===== src/rtl/sprite_rom_arb_pkg.sv =====
// Shared sprite package: arbiter parameter defaults, palette constants and
// small sizing helpers used by the sprite ROM arbiter and its sub-module.
package sprite_rom_arb_pkg;

    localparam int NREQ_DEF    = 4;
    localparam int ADDR_W_DEF  = 8;
    localparam int DATA_W_DEF  = 4;
    localparam int ROM_LAT_DEF = 1;
    localparam int ROM_LAT_MAX = 3;

    // Colour indices stored in the sprite image ROM; index 0 is see-through.
    typedef enum logic [3:0] {
        PAL_CLEAR   = 4'h0,
        PAL_BLACK   = 4'h1,
        PAL_WHITE   = 4'h2,
        PAL_RED     = 4'h3,
        PAL_GREEN   = 4'h4,
        PAL_BLUE    = 4'h5,
        PAL_YELLOW  = 4'h6,
        PAL_CYAN    = 4'h7,
        PAL_MAGENTA = 4'h8,
        PAL_ORANGE  = 4'h9,
        PAL_GREY    = 4'hA,
        PAL_DGREY   = 4'hB,
        PAL_LRED    = 4'hC,
        PAL_LGREEN  = 4'hD,
        PAL_LBLUE   = 4'hE,
        PAL_BROWN   = 4'hF
    } palette_e;

    localparam logic [11:0] PALETTE_RGB [16] = '{
        12'h000, 12'h000, 12'hFFF, 12'hF00,
        12'h0F0, 12'h00F, 12'hFF0, 12'h0FF,
        12'hF0F, 12'hF80, 12'h888, 12'h444,
        12'hF88, 12'h8F8, 12'h88F, 12'h840
    };

    function automatic logic [11:0] palette_rgb(input palette_e idx);
        return PALETTE_RGB[idx];
    endfunction

    function automatic bit palette_is_clear(input palette_e idx);
        return idx == PAL_CLEAR;
    endfunction

    // Width of a requester index; a single requester still needs one bit.
    function automatic int idx_w(input int n);
        return (n > 1) ? $clog2(n) : 1;
    endfunction

endpackage


===== src/rtl/sprite_rom_arb_rr_pick.sv =====
// Combinational round-robin winner search with an optional fixed-priority
// override for requester 0 (the player ship).
module rr_pick
    import sprite_rom_arb_pkg::*;
#(
    parameter int NREQ  = NREQ_DEF,
    parameter int IDX_W = idx_w(NREQ)
) (
    input  logic [NREQ-1:0]  req,
    input  logic [IDX_W-1:0] last,
    input  logic             pri_en,
    output logic [NREQ-1:0]  pick,
    output logic [IDX_W-1:0] pick_idx,
    output logic             any
);

    int cand;

    // NOTE: every output gets a default before any branch, so no path can
    // leave a value unassigned and infer a latch.
    always_comb begin
        pick     = '0;
        pick_idx = '0;
        cand     = 0;
        any      = |req;
        if (pri_en && req[0]) begin
            pick[0] = 1'b1;
        end else begin
            // Walk from the farthest candidate inwards so the nearest one
            // after the pointer is the last hit and therefore the winner.
            for (int k = NREQ; k >= 1; k--) begin
                cand = (int'(last) + k) % NREQ;
                if (req[cand]) begin
                    pick       = '0;
                    pick[cand] = 1'b1;
                    pick_idx   = IDX_W'(cand);
                end
            end
        end
    end

endmodule


===== src/rtl/sprite_rom_arb.sv =====
// Shared sprite image ROM arbiter: one grant per cycle, round-robin with an
// optional player-ship priority, responses tagged back through a pipeline.
module sprite_rom_arb
    import sprite_rom_arb_pkg::*;
#(
    parameter int NREQ    = NREQ_DEF,
    parameter int ADDR_W  = ADDR_W_DEF,
    parameter int DATA_W  = DATA_W_DEF,
    parameter int ROM_LAT = ROM_LAT_DEF
) (
    input  logic                   clock,
    input  logic                   reset,
    input  logic [NREQ-1:0]        req,
    input  logic [NREQ*ADDR_W-1:0] req_addr,
    input  logic                   pri_en,
    output logic [NREQ-1:0]        gnt,
    output logic [ADDR_W-1:0]      rom_addr,
    input  logic [DATA_W-1:0]      rom_q,
    output logic [NREQ-1:0]        rsp_valid,
    output logic [DATA_W-1:0]      rsp_data
);

    localparam int IDX_W = idx_w(NREQ);

    logic [IDX_W-1:0]  last_winner;
    logic [NREQ-1:0]   pick;
    logic [IDX_W-1:0]  pick_idx;
    logic              any;
    logic [ADDR_W-1:0] win_addr;

    // Stage 0 lines up with gnt; stage ROM_LAT lines up with valid rom_q.
    logic [ROM_LAT:0]  tag_v;
    logic [IDX_W-1:0]  tag_idx [ROM_LAT+1];

    rr_pick #(
        .NREQ  (NREQ),
        .IDX_W (IDX_W)
    ) u_rr_pick (
        .req      (req),
        .last     (last_winner),
        .pri_en   (pri_en),
        .pick     (pick),
        .pick_idx (pick_idx),
        .any      (any)
    );

    always_comb begin
        win_addr = req_addr[int'(pick_idx)*ADDR_W +: ADDR_W];
    end

    // NOTE: sequential state uses non-blocking assignments so every flop
    // samples the pre-edge values regardless of statement order.
    always_ff @(posedge clock or negedge reset) begin
        if (!reset) begin
            gnt         <= '0;
            rom_addr    <= '0;
            last_winner <= IDX_W'(NREQ - 1);
        end else begin
            gnt <= pick;
            if (any) begin
                rom_addr    <= win_addr;
                last_winner <= pick_idx;
            end
        end
    end

    always_ff @(posedge clock or negedge reset) begin
        if (!reset) begin
            tag_v <= '0;
        end else begin
            tag_v <= {tag_v[ROM_LAT-1:0], any};
        end
    end

    // NOTE: the index payload is left out of reset; it is only ever consumed
    // alongside its valid bit, which is cleared asynchronously.
    always_ff @(posedge clock) begin
        tag_idx[0] <= pick_idx;
        for (int k = 1; k <= ROM_LAT; k++) begin
            tag_idx[k] <= tag_idx[k-1];
        end
    end

    always_ff @(posedge clock or negedge reset) begin
        if (!reset) begin
            rsp_valid <= '0;
            rsp_data  <= '0;
        end else begin
            rsp_valid <= tag_v[ROM_LAT] ? (NREQ'(1) << tag_idx[ROM_LAT]) : '0;
            if (tag_v[ROM_LAT]) begin
                rsp_data <= rom_q;
            end
        end
    end

endmodule


===== config.mk =====
export PLATFORM = sky130hd
export DESIGN_NAME = sprite_rom_arb
export DESIGN_NICKNAME = d
export VERILOG_FILES = /design/src/rtl/sprite_rom_arb_pkg.sv /design/src/rtl/sprite_rom_arb_rr_pick.sv /design/src/rtl/sprite_rom_arb.sv
export SDC_FILE = /design/constraint.sdc
export NUM_CORES = 1
export LEC_CHECK = 0
export CAP_MARGIN = 20
export CORE_AREA = 2 2 88 82
export CTS_BUF_LIST = sky130_fd_sc_hd__clkbuf_16
export CTS_CLUSTER_SIZE = 28
export DETAILED_ROUTE_END_ITERATION = 12
export DIE_AREA = 0 0 90 84
export GPL_TIMING_DRIVEN = 0
export PLACE_DENSITY = 0.53
export SETUP_SLACK_MARGIN = 0.02
export SLEW_MARGIN = 20
export SYNTH_ARGS = -nofsm -noshare
export SYNTH_HDL_FRONTEND = slang
export SYNTH_SLANG_ARGS = --single-unit

===== constraint.sdc =====
create_clock -name clock -period 4.8 [get_ports clock]
set_input_delay 0.96 -clock clock [delete_from_list [all_inputs] [get_ports clock]]
set_output_delay 0.96 -clock clock [all_outputs]
set_load 0.005 [all_outputs]

==> run_results.csv <==
group,metric,value,unit
status,run_status,"finished, final reports clean",
place,placement.cell_area,0.00235,sq mm
sta,worst_clock_skew,3.22,ps
yosys,post_synth_xor_area_fraction,0,%
clock_network,cts_sinks,28,
yosys,ys_ff_latch,28,
floorplanning,die_area,0.00756,sq mm
worst_setup_path,crit_path_top_delay_cell,"sky130_fd_sc_hd__clkdlybuf4s50_1",
sta,timing.final.hold_violations,0,
place,post-place-ws,1520,ps
grt,grt_first_pass_wirelength,6.14,mm
yosys,synth.yosys.warnings,0,
worst_setup_path,worst-endpoint-arrival,3160,ps
worst_setup_path,cpPeakStageDelay,550,ps
yosys,sequential_share_of_the_synthesized_area,42.4,%
grt,grt_usage,9.92,%
worst_setup_path,reg2regPathDepth,10,
floorplanning,row_count,29,
final_layout,post_route_cells_drive_above_1_share,13.2,%
floorplanning,effective_utilization_at_floorplan,23.9,%
floorplanning,die_height,84,um
worst_setup_path,criticalPathCategory,"in2reg",
grt,first_global_vias,1264,
floorplanning,num_io_pins,63,
pwr,vdd_drop_max,236,uV
worst_setup_path,setup.reg_to_reg.worst_slack,1890,ps
floorplanning,die-width,90,um
sta,number_of_max_slew_violations_in_the_final_report,0,
clock_network,post-cts-setup-buffer-count,0,
yosys,post_synth_and_or_nand_nor_area_fraction,10.2,%
yosys,synth_fa_ha_area_share,5.44,%
sta,fmaxAchievable,332,MHz
sta,rsz0062_at_grt,"false",
sta,setup_ws,1790,ps
routing,mean_routed_wirelength_per_cell,12.2,um
yosys,netlist.area_leader.share,34.2,%
worst_setup_path,cp_common_cell,"sky130_fd_sc_hd__mux2_4",
clock_network,cts.reportedPaths.clkPinSlew,70,ps
worst_setup_path,crit_fanout,10,
yosys,postSynthCellCount,138,
yosys,synth.cell_area,0.00161,sq mm
clock_network,postCtsResizedCells,0,
clock_network,cts_hold_buf,0,
sta,finalCritPeriodShare,62.8,%
sta,period_needed,3010,ps
pwr,leakage_power_of_the_design,0.998,nW
sta,setup_tns,0,ps
routing,drt.antenna.violating_nets,0,
routing,detail_route.first_pass.iterations,4,
yosys,post-synth-top-area-cell,"sky130_fd_sc_hd__dfrtp_1",
clock_network,clkLatencyLatePin,260,ps
yosys,post_synth.cell_area_avg,11.7,sq um
routing,first_drt_iteration_drcs,34,
worst_setup_path,worst_path_dominant_cell_family,"multiplexers",
yosys,synthDistinctLibCells,41,
worst_setup_path,worst_setup_path_endpoint,"rom_addr[3]$_DFFE_PN0P_",
sta,timing.slew.headroom,48.0,%
routing,routed_wl,3.62,mm
yosys,synth_edf_count,0,
worst_setup_path,timing.critical_path.depth,8,
clock_network,cts_tree,"built",
yosys,ys_top_cells_by_area,"sky130_fd_sc_hd__dfrtp_1, sky130_fd_sc_hd__mux2i_1, sky130_fd_sc_hd__mux2i_4",
grt,aggregate_global_routing_overflow,0,
final_layout,postLayoutCellArea,0.00243,sq mm
sta,worst_hold_slack,331,ps
worst_setup_path,endpoint_kind,"flop",
place,gp_congestion,0.698,
grt,grt_max_degree,25,
yosys,ys_async_sr_fraction,85.7,%
worst_setup_path,crit_path_start,"req[0]",
place,dp_hpwl,2.77,mm
place,place.detailed.instances,293,
grt,grt_antenna_before_repair,0,
pwr,cellPowerDensity,601,mW/mm^2
clock_network,clockRootBuffer,"sky130_fd_sc_hd__clkbuf_16",
routing,post-route-drc-count,0,
clock_network,tritoncts.num_buffers,3,
pwr,total_power,1.46,mW
hold_path,min_path_cells,0,
clock_network,max-clock-path-buffers,2,
yosys,synth_compound_gate_area_share,16.6,%
flow_run,drv.max_cap_violation_count,0,
sta,setup-violations-final,0,
place,place.port_buffers,62,
floorplanning,core,0.00675,sq mm
final_layout,multi_input_combinational_cell_area,877,sq um
clock_network,cts_max_level,1,
yosys,synthesis.nets,188,
yosys,synth_mux_area_share,21.8,%
yosys,ys.flop_type,"sky130_fd_sc_hd__dfrtp_1",
final_layout,layoutNonFillerInstCount,297,
final_layout,finish.net_count,255,
final_layout,sequential_cell_area,683,sq um
worst_setup_path,timing.critical_path.cells,"clkdlybuf4s50_1 -> mux2_4 -> mux2i_4 -> o211ai_2 -> nand3_2 -> buf_6 -> mux2_4 -> o221a_1",
final_layout,finish.utilization,36.0,%
sta,worst_slew_pin_slew,773,ps
worst_setup_path,worstReg2RegEnd,"rom_addr[3]$_DFFE_PN0P_",
worst_setup_path,crit-reg2reg-launch,"last_winner[0]$_DFFE_PN1P_",
worst_setup_path,critPathRequiredTime,4950,ps
yosys,synth_top_family_by_area,"multiplexers",
final_layout,area.growth.synth_to_final,50.7,%
final_layout,num_antenna_cells,0,
hold_path,worst_hold_path_type,"reg2reg",
worst_setup_path,critical_path_buf_inv_count,2,
final_layout,fillerInstances,711,
routing,vias,1268,
routing,avgViaCountPerCell,4.27,
worst_setup_path,cp-start-kind,"primary input",
yosys,netlist_top_cells_count,"sky130_fd_sc_hd__dfrtp_1, sky130_fd_sc_hd__mux2i_1, sky130_fd_sc_hd__nand2_1, sky130_fd_sc_hd__nor2_1",
yosys,yosysMostFrequentCell,"sky130_fd_sc_hd__dfrtp_1",
==> power breakdown <==
| group | switching [mW] | internal (mW) |
|---|---|---|
| clock | 0.0762 | 0.112 |
| sequential | 0.0576 | 0.339 |
| combinational | 0.405 | 0.469 |
| total | 0.539 | 0.920 |
==> cells by family (layout without fill, tap and decap cells) <==
| group | count (synthesis) | count (layout) |
|---|---|---|
| adder cells (fa/ha/maj) | 7 | 7 |
| flip-flops | 28 | 28 |
| multiplexers | 26 | 26 |
| AO/OA/AOI/OAI | 32 | 32 |
| AND/OR/NAND/NOR | 34 | 34 |
| buffers and inverters | 11 | 77 |
==> placed cells by master (no fill, tap or decap), types with 2 or more instances in the layout <==
| cell type | Yosys | final |
|---|---|---|
| sky130_fd_sc_hd__nand2_1 | 12 | 12 |
| sky130_fd_sc_hd__clkbuf_1 | 2 | 2 |
| sky130_fd_sc_hd__inv_1 | 6 | 6 |
| sky130_fd_sc_hd__nor2_1 | 9 | 9 |
| sky130_fd_sc_hd__mux2_4 | 4 | 4 |
| sky130_fd_sc_hd__ha_1 | 7 | 7 |
| sky130_fd_sc_hd__o211ai_1 | 2 | 2 |
| sky130_fd_sc_hd__dfrtp_1 | 22 | 22 |
| sky130_fd_sc_hd__a211o_1 | 4 | 4 |
| sky130_fd_sc_hd__o221ai_1 | 7 | 7 |
| sky130_fd_sc_hd__clkbuf_16 | 0 | 3 |
| sky130_fd_sc_hd__dfstp_2 | 2 | 2 |
| sky130_fd_sc_hd__o21ba_1 | 2 | 2 |
| sky130_fd_sc_hd__o221a_1 | 2 | 2 |
| sky130_fd_sc_hd__dfxtp_1 | 4 | 4 |
| sky130_fd_sc_hd__buf_6 | 2 | 2 |
| sky130_fd_sc_hd__nor3_1 | 2 | 2 |
| sky130_fd_sc_hd__mux2i_4 | 4 | 4 |
| sky130_fd_sc_hd__clkdlybuf4s50_1 | 0 | 61 |
| sky130_fd_sc_hd__a21oi_1 | 4 | 4 |
| sky130_fd_sc_hd__mux2i_1 | 12 | 12 |
| sky130_fd_sc_hd__mux2_2 | 4 | 4 |
| sky130_fd_sc_hd__nand2b_1 | 2 | 2 |
| sky130_fd_sc_hd__a22oi_1 | 4 | 4 |
==> sequential cells by signal, summed over array words and instances, names as in the netlist <==
name / count
gnt: 4
last_winner: 2
rom_addr: 8
rsp_data: 4
rsp_valid: 4
tag_idx: 4
tag_v: 2
==> final cells by class <==
type / instances / share of cell area [%]
Clock buffer: 3 / 3.09
Clock inverter: 1 / 0.155
Multi-Input combinational cell: 99 / 36.1
Tap cell: 93 / 4.79
Timing Repair Buffer: 62 / 25.4
Buffer: 5 / 1.39
Sequential cell: 28 / 28.1
Inverter: 6 / 0.928
==> how the worst min path moves through the flow <==
| stage | end | slack, ps | startpoint |
|---|---|---|---|
| after floorplan | tag_idx[0][2]$_DFF_P_ | 310 | tag_idx[0][0]$_DFF_P_ |
| after global placement | tag_idx[0][2]$_DFF_P_ | 310 | tag_idx[0][0]$_DFF_P_ |
| after detailed placement | tag_idx[0][3]$_DFF_P_ | 320 | tag_idx[0][1]$_DFF_P_ |
| after CTS | tag_idx[0][3]$_DFF_P_ | 330 | tag_idx[0][1]$_DFF_P_ |
| after global routing | tag_idx[0][3]$_DFF_P_ | 340 | tag_idx[0][1]$_DFF_P_ |
| final | tag_idx[0][3]$_DFF_P_ | 330 | tag_idx[0][1]$_DFF_P_ |
==> worst reg2reg max path, cell delays in order (launching register included) <==
cell	delay (ps)
sky130_fd_sc_hd__dfstp_2	590
sky130_fd_sc_hd__buf_6	180
sky130_fd_sc_hd__inv_1	110
sky130_fd_sc_hd__ha_1	360
sky130_fd_sc_hd__inv_1	170
sky130_fd_sc_hd__mux2i_4	420
sky130_fd_sc_hd__o211ai_2	180
sky130_fd_sc_hd__nand3_2	110
sky130_fd_sc_hd__buf_6	170
sky130_fd_sc_hd__mux2_4	320
sky130_fd_sc_hd__o221a_1	200
==> routing by layer <==
metal,part of all wire [%],vias up,track usage (%)
met2,44,59,15.9
met4,0,0,1.26
met3,9.0,0,4.34
li1,-,646,-
met5,0,-,0
met1,47,563,12.8
No activity file was read; power rests on OpenSTA's default activity.
